### config.mk
export PLATFORM = sky130hd
export DESIGN_NAME = l2_tlb_refill_ctrl
export DESIGN_NICKNAME = d
export VERILOG_FILES = /design/src/rtl/l2_tlb_refill_ctrl.sv
export SDC_FILE = /design/constraint.sdc
export NUM_CORES = 1
export LEC_CHECK = 0
export CAP_MARGIN = 10
export CORE_AREA = 2 2 169 171
export DETAILED_ROUTE_END_ITERATION = 8
export DIE_AREA = 0 0 171 173
export PLACE_DENSITY = 0.69
export SLEW_MARGIN = 10
export SYNTH_ARGS = -nofsm -noshare
export SYNTH_HDL_FRONTEND = slang
export SYNTH_SLANG_ARGS = --single-unit
### constraint.sdc
create_clock -name clk_i -period 3.76 [get_ports clk_i]
set_clock_uncertainty 0.05 [all_clocks]
set_input_delay 0.752 -clock clk_i [delete_from_list [all_inputs] [get_ports clk_i]]
set_output_delay 0.752 -clock clk_i [all_outputs]
set_load 0.005 [all_outputs]
### src/rtl/l2_tlb_refill_ctrl.sv
// l2_tlb_refill_ctrl -- initiator-side refill sequencer for the L2 TLB.
//
// Takes one ITLB/DTLB miss at a time (DTLB wins when both are pending). It
// issues a single-cycle lookup to l2_tlb and samples the hit on the next
// cycle. On an L2 miss it requests a page walk from the PTW, then hands the
// walk result back to l2_tlb on the update port that matches the miss source.
//
// Ports:
//   clk_i, rst_ni            clock, asynchronous active-low reset
//   flush_i                  abort the current sequence
//   itlb_/dtlb_miss_i/vaddr_i level miss requests from the L1 TLBs
//   asid_i                   current ASID, captured at request acceptance
//   l2_lookup_*_o, l2_hit_i  lookup strobe to l2_tlb and its hit one cycle later
//   ptw_req_*                walk request (valid/ready)
//   ptw_resp_*               walk result pulse, error flag and payload
//   l2_update_itlb/dtlb_o    one-cycle update to l2_tlb, per source
//   busy_o                   sequencer not idle
//
// Optional build macro L2_TLB_REFILL_PERF_CNT_EN adds the saturating counters
// perf_lookup_o, perf_hit_o and perf_walk_o (CNT_WIDTH bits each).

package l2_tlb_refill_pkg;
  // Sv39 virtual address width (stands in for riscv::VLEN).
  localparam int VLEN       = 39;
  // ASID field width of the update struct; ASID_WIDTH must not exceed it.
  localparam int ASID_MAX_W = 16;

  typedef struct packed {
    logic                  valid;
    logic                  is_2m;
    logic                  is_1g;
    logic [26:0]           vpn;
    logic [ASID_MAX_W-1:0] asid;
    logic [43:0]           ppn;
  } tlb_update_t;
endpackage

module l2_tlb_refill_ctrl
  import l2_tlb_refill_pkg::*;
#(
  parameter int unsigned ASID_WIDTH = 1,
  parameter int unsigned CNT_WIDTH  = 32
) (
  input  logic                  clk_i,
  input  logic                  rst_ni,
  input  logic                  flush_i,
  input  logic                  itlb_miss_i,
  input  logic [VLEN-1:0]       itlb_vaddr_i,
  input  logic                  dtlb_miss_i,
  input  logic [VLEN-1:0]       dtlb_vaddr_i,
  input  logic [ASID_WIDTH-1:0] asid_i,
  output logic                  l2_lookup_valid_o,
  output logic                  l2_lookup_is_itlb_o,
  output logic [VLEN-1:0]       l2_lookup_vaddr_o,
  input  logic                  l2_hit_i,
  output logic                  ptw_req_valid_o,
  input  logic                  ptw_req_ready_i,
  output logic [VLEN-1:0]       ptw_req_vaddr_o,
  output logic                  ptw_req_is_itlb_o,
  input  logic                  ptw_resp_valid_i,
  input  logic                  ptw_resp_error_i,
  input  tlb_update_t           ptw_resp_i,
  output tlb_update_t           l2_update_itlb_o,
  output tlb_update_t           l2_update_dtlb_o,
  output logic                  busy_o
`ifdef L2_TLB_REFILL_PERF_CNT_EN
  ,
  output logic [CNT_WIDTH-1:0]  perf_lookup_o,
  output logic [CNT_WIDTH-1:0]  perf_hit_o,
  output logic [CNT_WIDTH-1:0]  perf_walk_o
`endif
);

  typedef enum logic [2:0] {
    IDLE_S,
    LOOKUP_S,
    PTW_REQ_S,
    PTW_WAIT_S,
    UPDATE_S,
    DRAIN_S
  } state_e;

  state_e                state_q, state_d;
  logic [VLEN-1:0]       vaddr_q, vaddr_d;
  logic [ASID_WIDTH-1:0] asid_q, asid_d;
  logic                  is_itlb_q, is_itlb_d;
  tlb_update_t           upd_q, upd_d;

  always_ff @(posedge clk_i or negedge rst_ni) begin
    if (!rst_ni) begin
      state_q   <= IDLE_S;
      vaddr_q   <= '0;
      asid_q    <= '0;
      is_itlb_q <= 1'b0;
      upd_q     <= '0;
    end else begin
      state_q   <= state_d;
      vaddr_q   <= vaddr_d;
      asid_q    <= asid_d;
      is_itlb_q <= is_itlb_d;
      upd_q     <= upd_d;
    end
  end

  always_comb begin
    state_d             = state_q;
    vaddr_d             = vaddr_q;
    asid_d              = asid_q;
    is_itlb_d           = is_itlb_q;
    upd_d               = upd_q;
    l2_lookup_valid_o   = 1'b0;
    l2_lookup_is_itlb_o = 1'b0;
    l2_lookup_vaddr_o   = '0;
    ptw_req_valid_o     = 1'b0;
    ptw_req_vaddr_o     = '0;
    ptw_req_is_itlb_o   = 1'b0;
    l2_update_itlb_o    = '0;
    l2_update_dtlb_o    = '0;

    unique case (state_q)
      IDLE_S: begin
        // The lookup strobe goes out in the acceptance cycle itself, so the
        // address comes straight from the selected miss input.
        if (!flush_i && (dtlb_miss_i || itlb_miss_i)) begin
          is_itlb_d           = !dtlb_miss_i;
          vaddr_d             = dtlb_miss_i ? dtlb_vaddr_i : itlb_vaddr_i;
          asid_d              = asid_i;
          l2_lookup_valid_o   = 1'b1;
          l2_lookup_is_itlb_o = is_itlb_d;
          l2_lookup_vaddr_o   = vaddr_d;
          state_d             = LOOKUP_S;
        end
      end

      LOOKUP_S: begin
        // On a hit l2_tlb refills the L1 itself; nothing more to do here.
        if (flush_i || l2_hit_i) state_d = IDLE_S;
        else                     state_d = PTW_REQ_S;
      end

      PTW_REQ_S: begin
        // Valid stays up through a flush cycle so a handshake that lands
        // there is tracked; the walk it started is then drained.
        ptw_req_valid_o   = 1'b1;
        ptw_req_vaddr_o   = vaddr_q;
        ptw_req_is_itlb_o = is_itlb_q;
        if (flush_i)              state_d = ptw_req_ready_i ? DRAIN_S : IDLE_S;
        else if (ptw_req_ready_i) state_d = PTW_WAIT_S;
      end

      PTW_WAIT_S: begin
        if (flush_i) begin
          // A response coinciding with the flush closes the walk at once.
          state_d = ptw_resp_valid_i ? IDLE_S : DRAIN_S;
        end else if (ptw_resp_valid_i) begin
          if (ptw_resp_error_i) begin
            state_d = IDLE_S;
          end else begin
            upd_d                      = ptw_resp_i;
            upd_d.asid                 = '0;
            upd_d.asid[ASID_WIDTH-1:0] = asid_q;
            upd_d.valid                = 1'b1;
            state_d                    = UPDATE_S;
          end
        end
      end

      UPDATE_S: begin
        if (!flush_i) begin
          if (is_itlb_q) l2_update_itlb_o = upd_q;
          else           l2_update_dtlb_o = upd_q;
        end
        state_d = IDLE_S;
      end

      DRAIN_S: begin
        // The PTW cannot be cancelled; swallow its response before idling.
        if (ptw_resp_valid_i) state_d = IDLE_S;
      end

      default: state_d = IDLE_S;
    endcase
  end

  assign busy_o = (state_q != IDLE_S);

`ifdef L2_TLB_REFILL_PERF_CNT_EN
  logic [CNT_WIDTH-1:0] perf_lookup_q, perf_lookup_d;
  logic [CNT_WIDTH-1:0] perf_hit_q, perf_hit_d;
  logic [CNT_WIDTH-1:0] perf_walk_q, perf_walk_d;

  // Counters stick at all-ones and survive flushes.
  always_comb begin
    perf_lookup_d = perf_lookup_q;
    perf_hit_d    = perf_hit_q;
    perf_walk_d   = perf_walk_q;
    if (l2_lookup_valid_o && (perf_lookup_q != '1))
      perf_lookup_d = perf_lookup_q + 1'b1;
    if ((state_q == LOOKUP_S) && !flush_i && l2_hit_i && (perf_hit_q != '1))
      perf_hit_d = perf_hit_q + 1'b1;
    if (ptw_req_valid_o && ptw_req_ready_i && (perf_walk_q != '1))
      perf_walk_d = perf_walk_q + 1'b1;
  end

  always_ff @(posedge clk_i or negedge rst_ni) begin
    if (!rst_ni) begin
      perf_lookup_q <= '0;
      perf_hit_q    <= '0;
      perf_walk_q   <= '0;
    end else begin
      perf_lookup_q <= perf_lookup_d;
      perf_hit_q    <= perf_hit_d;
      perf_walk_q   <= perf_walk_d;
    end
  end

  assign perf_lookup_o = perf_lookup_q;
  assign perf_hit_o    = perf_hit_q;
  assign perf_walk_o   = perf_walk_q;
`else
  // CNT_WIDTH only sizes the counters; keep it referenced when they are absent.
  logic [CNT_WIDTH-1:0] unused_cnt_width;
  assign unused_cnt_width = '0;
`endif

endmodule

==> Yosys cells after proc, flatten, opt, wreduce, memory -nomap -nowiden <==
Index checks and enable logic that the tools add are counted.
{ "totals": {"rom_bits": 0, "latch_bits": 0, "regBits": 119, "mem_count": 0, "ram_bits": 0} }
{ "classes": {"mul": 0, "eq_ne": 9, "addsub": 0, "n_reduce_logical": 10, "bitwise": 2, "n_shift": 0, "n_lt_le_gt_ge": 0, "n_div": 0, "mux": 27} }
{ "op_table": {"columns": ["cell", "n"], "rows": [
  ["90-bit two-way mux", 6],
  ["39-bit two-way mux", 4],
  ["3-bit two-way mux", 9],
  ["3-bit case mux with 5 select lines", 1],
  ["4-bit AND reduction", 2],
  ["3-bit by 2-bit equality test with 1-bit output, second input constant", 2],
  ["3-bit equality test, second input constant", 2],
  ["1-bit two-way mux", 6],
  ["3-bit != test, second input constant", 2],
  ["2-bit != test, second input constant", 2],
  ["3-bit by 1-bit equality test with 1-bit output, second input constant", 1],
  ["3-bit zero test", 1],
  ["3-bit nonzero test", 1],
  ["1-bit zero test", 2],
  ["1-bit logical OR", 2],
  ["2-bit two-way mux", 1],
  ["1-bit inverter", 2],
  ["2-bit AND reduction", 1],
  ["1-bit logical AND", 1]
]} }

==> Depth between registers and ports, before layout <==
{ "depth": {"depth_word": 4, "depth_mapped": 6, "ltp_nobuf": 4} }

==> Least setup slack after synthesis <==
Ideal clock, no wire load.
{ "synth_timing": {"kind": "input port to output port", "startpoint": "in dtlb_miss_i", "endpoint": "out l2_lookup_vaddr_o[10]", "path_stages": 4, "arrival_ns": 1.697, "required_time_ns": 2.958, "path_slack_ns": 1.261, "cell_sequence": "clkbuf_1 -> o21ai_1 -> clkbuf_1 -> nor2_1"} }
{ "synth_via": {"elab_chain_cells": 4, "elab_cells_between_ends": 5} }
{ "synth_lines": {"columns": ["item", "line", "text"], "rows": [
  ["from (decl)", "49", "input logic dtlb_miss_i,"],
  ["1-bit logical OR", "124", "if (!flush_i && (dtlb_miss_i || itlb_miss_i)) begin"],
  ["1-bit logical AND", "124", null],
  ["39-bit two-way mux *", "124", null],
  ["39-bit two-way mux *", "120", "unique case (state_q)"],
  ["to (decl)", "54", "output logic [VLEN-1:0] l2_lookup_vaddr_o,"]
]} }
Mark *: on every way between the ends. The rest lies on a longest branch, timed or not.

==> Final worst setup path <==
{ "layout_timing": {"startpoint": "in flush_i", "endpoint": "out l2_lookup_vaddr_o[15]"} }
{ "layout_via": {"elab_chain_cells": 4} }
{ "layout_lines": {"columns": ["item", "line", "text"], "rows": [
  ["from (decl)", "46", "input logic flush_i,"],
  ["1-bit zero test", null, null],
  ["1-bit logical AND", "124", null],
  ["39-bit two-way mux", "124", null],
  ["39-bit two-way mux", "120", null]
]} }
No other way between the ends.

==> impl_metrics.py <==
metrics = {
    "status": {
        "outcome": "finished, final reports clean",
    },
    "route": {
        "viasPerCell": 4.111,
        "drt_first_iter_violations": 221,
        "antenna_left": 0,
        "drc": 0,
        "wl_mm": 21.02,
        "vias": 5690,
        "first_pass_iters": 4,
        "routedWlPerCell_um": 15.19,
    },
    "clocking": {
        "h-tree-depth": 4,
        "insertion_delay_ns": 0.41,
        "cts.repair.resized": 0,
        "cts_inserted_buffers": 17,
        "path_clk_slew_ns": 0.06,
        "numClockSinks": 119,
        "post_cts_buffers": 0,
        "ctsHoldBuffers": 0,
        "root_buffer": "clkbuf_16",
        "cts_buffer_depth": 2,
        "cts_tree": "built",
    },
    "synthesis": {
        "avgSynthCellArea_sq_um": 10.70,
        "yosysWarnings": 0,
        "syn_area_sq_mm": 0.006525,
        "ys_seq_elements": 119,
        "synthCells": 610,
        "synthDistinctLibCells": 33,
        "ys_seq_area_frac": 0.4564,
    },
    "setup_path": {
        "start_kind": "input port",
        "regToRegSetupSlack_ns": 1.61,
        "reg2reg_to": "upd_q[44]$_DFFE_PN0P_",
        "path_max_fanout": 17,
        "critPathLaunch": "flush_i",
        "end_kind": "output pin",
        "ff2ff_path_depth": 4,
        "worst_ep_required_time_ns": 2.96,
        "worstPathArrival_ns": 2.78,
        "crit_path_max_incr_delay_ns": 0.55,
        "reg2reg_from": "state_q[2]$_DFFE_PN0P_",
        "cp_cell_sequence": "clkdlybuf4s50_1, nor4_1, buf_4, o21ai_4, buf_12, nor2_1, clkdlybuf4s50_1",
        "critical-path-slowest-cell": "clkdlybuf4s50_1",
        "crit_type": "in2out",
        "cp-endpoint": "l2_lookup_vaddr_o[15]",
        "cp_common_cell": "clkdlybuf4s50_1",
    },
    "final_layout": {
        "n_fill_cell": 2766,
        "area_delta_synth_final_pct": 74.63,
        "final_common_cell": "clkdlybuf4s50_1",
        "final_cell_mix": "clkdlybuf4s50_1, and2_1, dfrtp_1",
        "drive_above_1_share": 0.08151,
        "final_nets": 1171,
        "design_area_sq_mm": 0.01139,
        "antennaDiodeCount": 0,
        "ff_latch_area_sq_mm": 0.002978,
        "multi_input_area_sq_mm": 0.003204,
        "utilization": 0.4124,
    },
    "sta": {
        "report.final.slew_viol_count": 0,
        "period_needed_ns": 3.582,
        "maxSlewHeadroom": 0.3418,
        "finalCritPeriodShare": 0.9526,
        "max_freq_mhz": 279.2,
        "worst_pin_slew_ns": 0.9873,
        "final-setup-viol-count": 0,
        "rsz0062_at_grt": "no",
        "setup_tns_ns": 0,
        "hold_violations": 0,
    },
    "global_routing": {
        "grt_max_degree": 105,
        "antenna_found_initial": 1,
        "grt_remaining_overflow": 0,
        "grtUsageTotal": 0.1418,
        "grt_pass1_vias": 5678,
        "grt_pass1_wl_mm": 32.35,
    },
    "hold_path": {
        "hold_class": "in2async",
    },
    "pwr": {
        "p_leak_nw": 5.191,
        "netSwitchingFraction": 0.2783,
        "p_sw_mw": 1.423,
        "clockPowerShare": 0.344,
        "p_comb_frac": 0.256,
        "intPower_mw": 3.689,
        "power.total_mw": 5.112,
        "p_seq_frac": 0.400,
        "ir_drop_uv": 231.9,
        "p_per_area_mw_per_mm2": 448.6,
    },
    "floorplanning": {
        "design.core.area_sq_mm": 0.02763,
        "die_h_um": 173,
        "die_w_um": 171,
        "num_rows": 61,
        "dieArea_sq_mm": 0.02958,
        "ios": 441,
        "initial_core_util": 0.2362,
    },
    "placement": {
        "dpl-instance-area_sq_mm": 0.01076,
        "io_buffers": 393,
        "gp_congestion": 0.7787,
        "dpl.hpwl_mm": 16.20,
    },
    "run": {
        "timing.max_cap.violations": 0,
    },
}
## worst min path at each step
stage / end / startpoint / slack [ns] / cells after the start
after CTS: vaddr_q[5]$_DFFE_PN0P_ / vaddr_q[5]$_DFFE_PN0P_ / 0.42 / 1
after detailed placement: vaddr_q[37]$_DFFE_PN0P_ / vaddr_q[37]$_DFFE_PN0P_ / 0.41 / 1
after global placement: vaddr_q[35]$_DFFE_PN0P_ / vaddr_q[35]$_DFFE_PN0P_ / 0.40 / 1
after global routing: vaddr_q[24]$_DFFE_PN0P_ / vaddr_q[24]$_DFFE_PN0P_ / 0.44 / 1
final: upd_q[43]$_DFFE_PN0P_ / rst_ni / 0.40 / 1
after floorplan: vaddr_q[0]$_DFFE_PN0P_ / vaddr_q[0]$_DFFE_PN0P_ / 0.39 / 1
## stage by stage
| stage | cells | worst slack (ns) | hold slack, ns |
|---|---|---|---|
| after floorplan | 639 | 1.261 | 0.3914 |
| after global placement | 1352 | 0.1595 | 0.4002 |
| after detailed placement | 1352 | 0.1899 | 0.4072 |
| after CTS | 1384 | 0.1657 | 0.4212 |
| after global routing | 1384 | 0.01124 | 0.4362 |
| final | 1384 | 0.1782 | 0.3975 |
## critical path, delay by kind of cell
| kind | cells | cell delay (ns) |
|---|---|---|
| AOI/OAI and AO/OA | 1 | 0.15 |
| buffers and inverters | 4 | 1.37 |
| and+or+nand+nor | 2 | 0.51 |
## cells in the mapped netlist, drive strengths merged
| cell | number | share of area |
|---|---|---|
| a21o | 41 | 0.047 |
| nor2 | 45 | 0.026 |
| or2 | 1 | 0.00096 |
| mux2i | 39 | 0.060 |
| nand2b | 2 | 0.0019 |
| dfrtp | 119 | 0.46 |
| nor4 | 1 | 0.00096 |
| a31oi | 2 | 0.0019 |
| and4bb | 1 | 0.0019 |
| and4b | 1 | 0.0015 |
| or3 | 1 | 0.00096 |
| nor3 | 2 | 0.0033 |
| and2 | 190 | 0.18 |
| clkbuf | 32 | 0.018 |
| nor3b | 1 | 0.0012 |
| buf | 42 | 0.052 |
| a22oi | 2 | 0.0023 |
| o32a | 1 | 0.0015 |
| nand2 | 2 | 0.0012 |
| a21oi | 1 | 0.00077 |
| o21ai | 4 | 0.0031 |
| mux2 | 75 | 0.13 |
| or3b | 1 | 0.0017 |
| conb | 1 | 0.00057 |
| o21ba | 1 | 0.0015 |
| inv | 2 | 0.0012 |
## power by group through the flow
stage | Sequential [mW] | Combinational [mW] | Clock (mW)
floorplan | 1.91 | 0.735 | 0
global placement | 2.05 | 1.30 | 0
detailed placement | 2.08 | 1.33 | 0
CTS | 2.05 | 1.34 | 1.83
global route | 2.12 | 1.45 | 1.89
finish | 2.04 | 1.31 | 1.76
## sequential cells by signal, summed over array words and instances, names as in the netlist
register   count
upd_q         75
is_itlb_q      1
state_q        3
asid_q         1
vaddr_q       39
## cell type report
class                   count  share of cell area
clock buffers              21             0.04041
clock inverters            11             0.01504
inverters                   2           0.0006588
multi-input cells         444              0.2812
flip-flops and latches    119              0.2613
well taps                 378             0.04151
repair buffers            409              0.3598
## kinds of logic (layout without fill, tap and decap cells)
group	after synthesis	count (layout)	synth area share
compound gates	52	52	0.05829
buf+inv	76	443	0.07191
flops	119	119	0.4564
mux	114	114	0.1893
other cells	1	30	0.0005747
simple gates	248	248	0.2236
## metal layers
layer  GRT usage  share of wire
met1      0.1615           0.39
met2      0.2500           0.50
met3     0.04623          0.086
met4     0.04343          0.017
met5           0              0
Note: power is estimated with default switching activity, not from simulation.
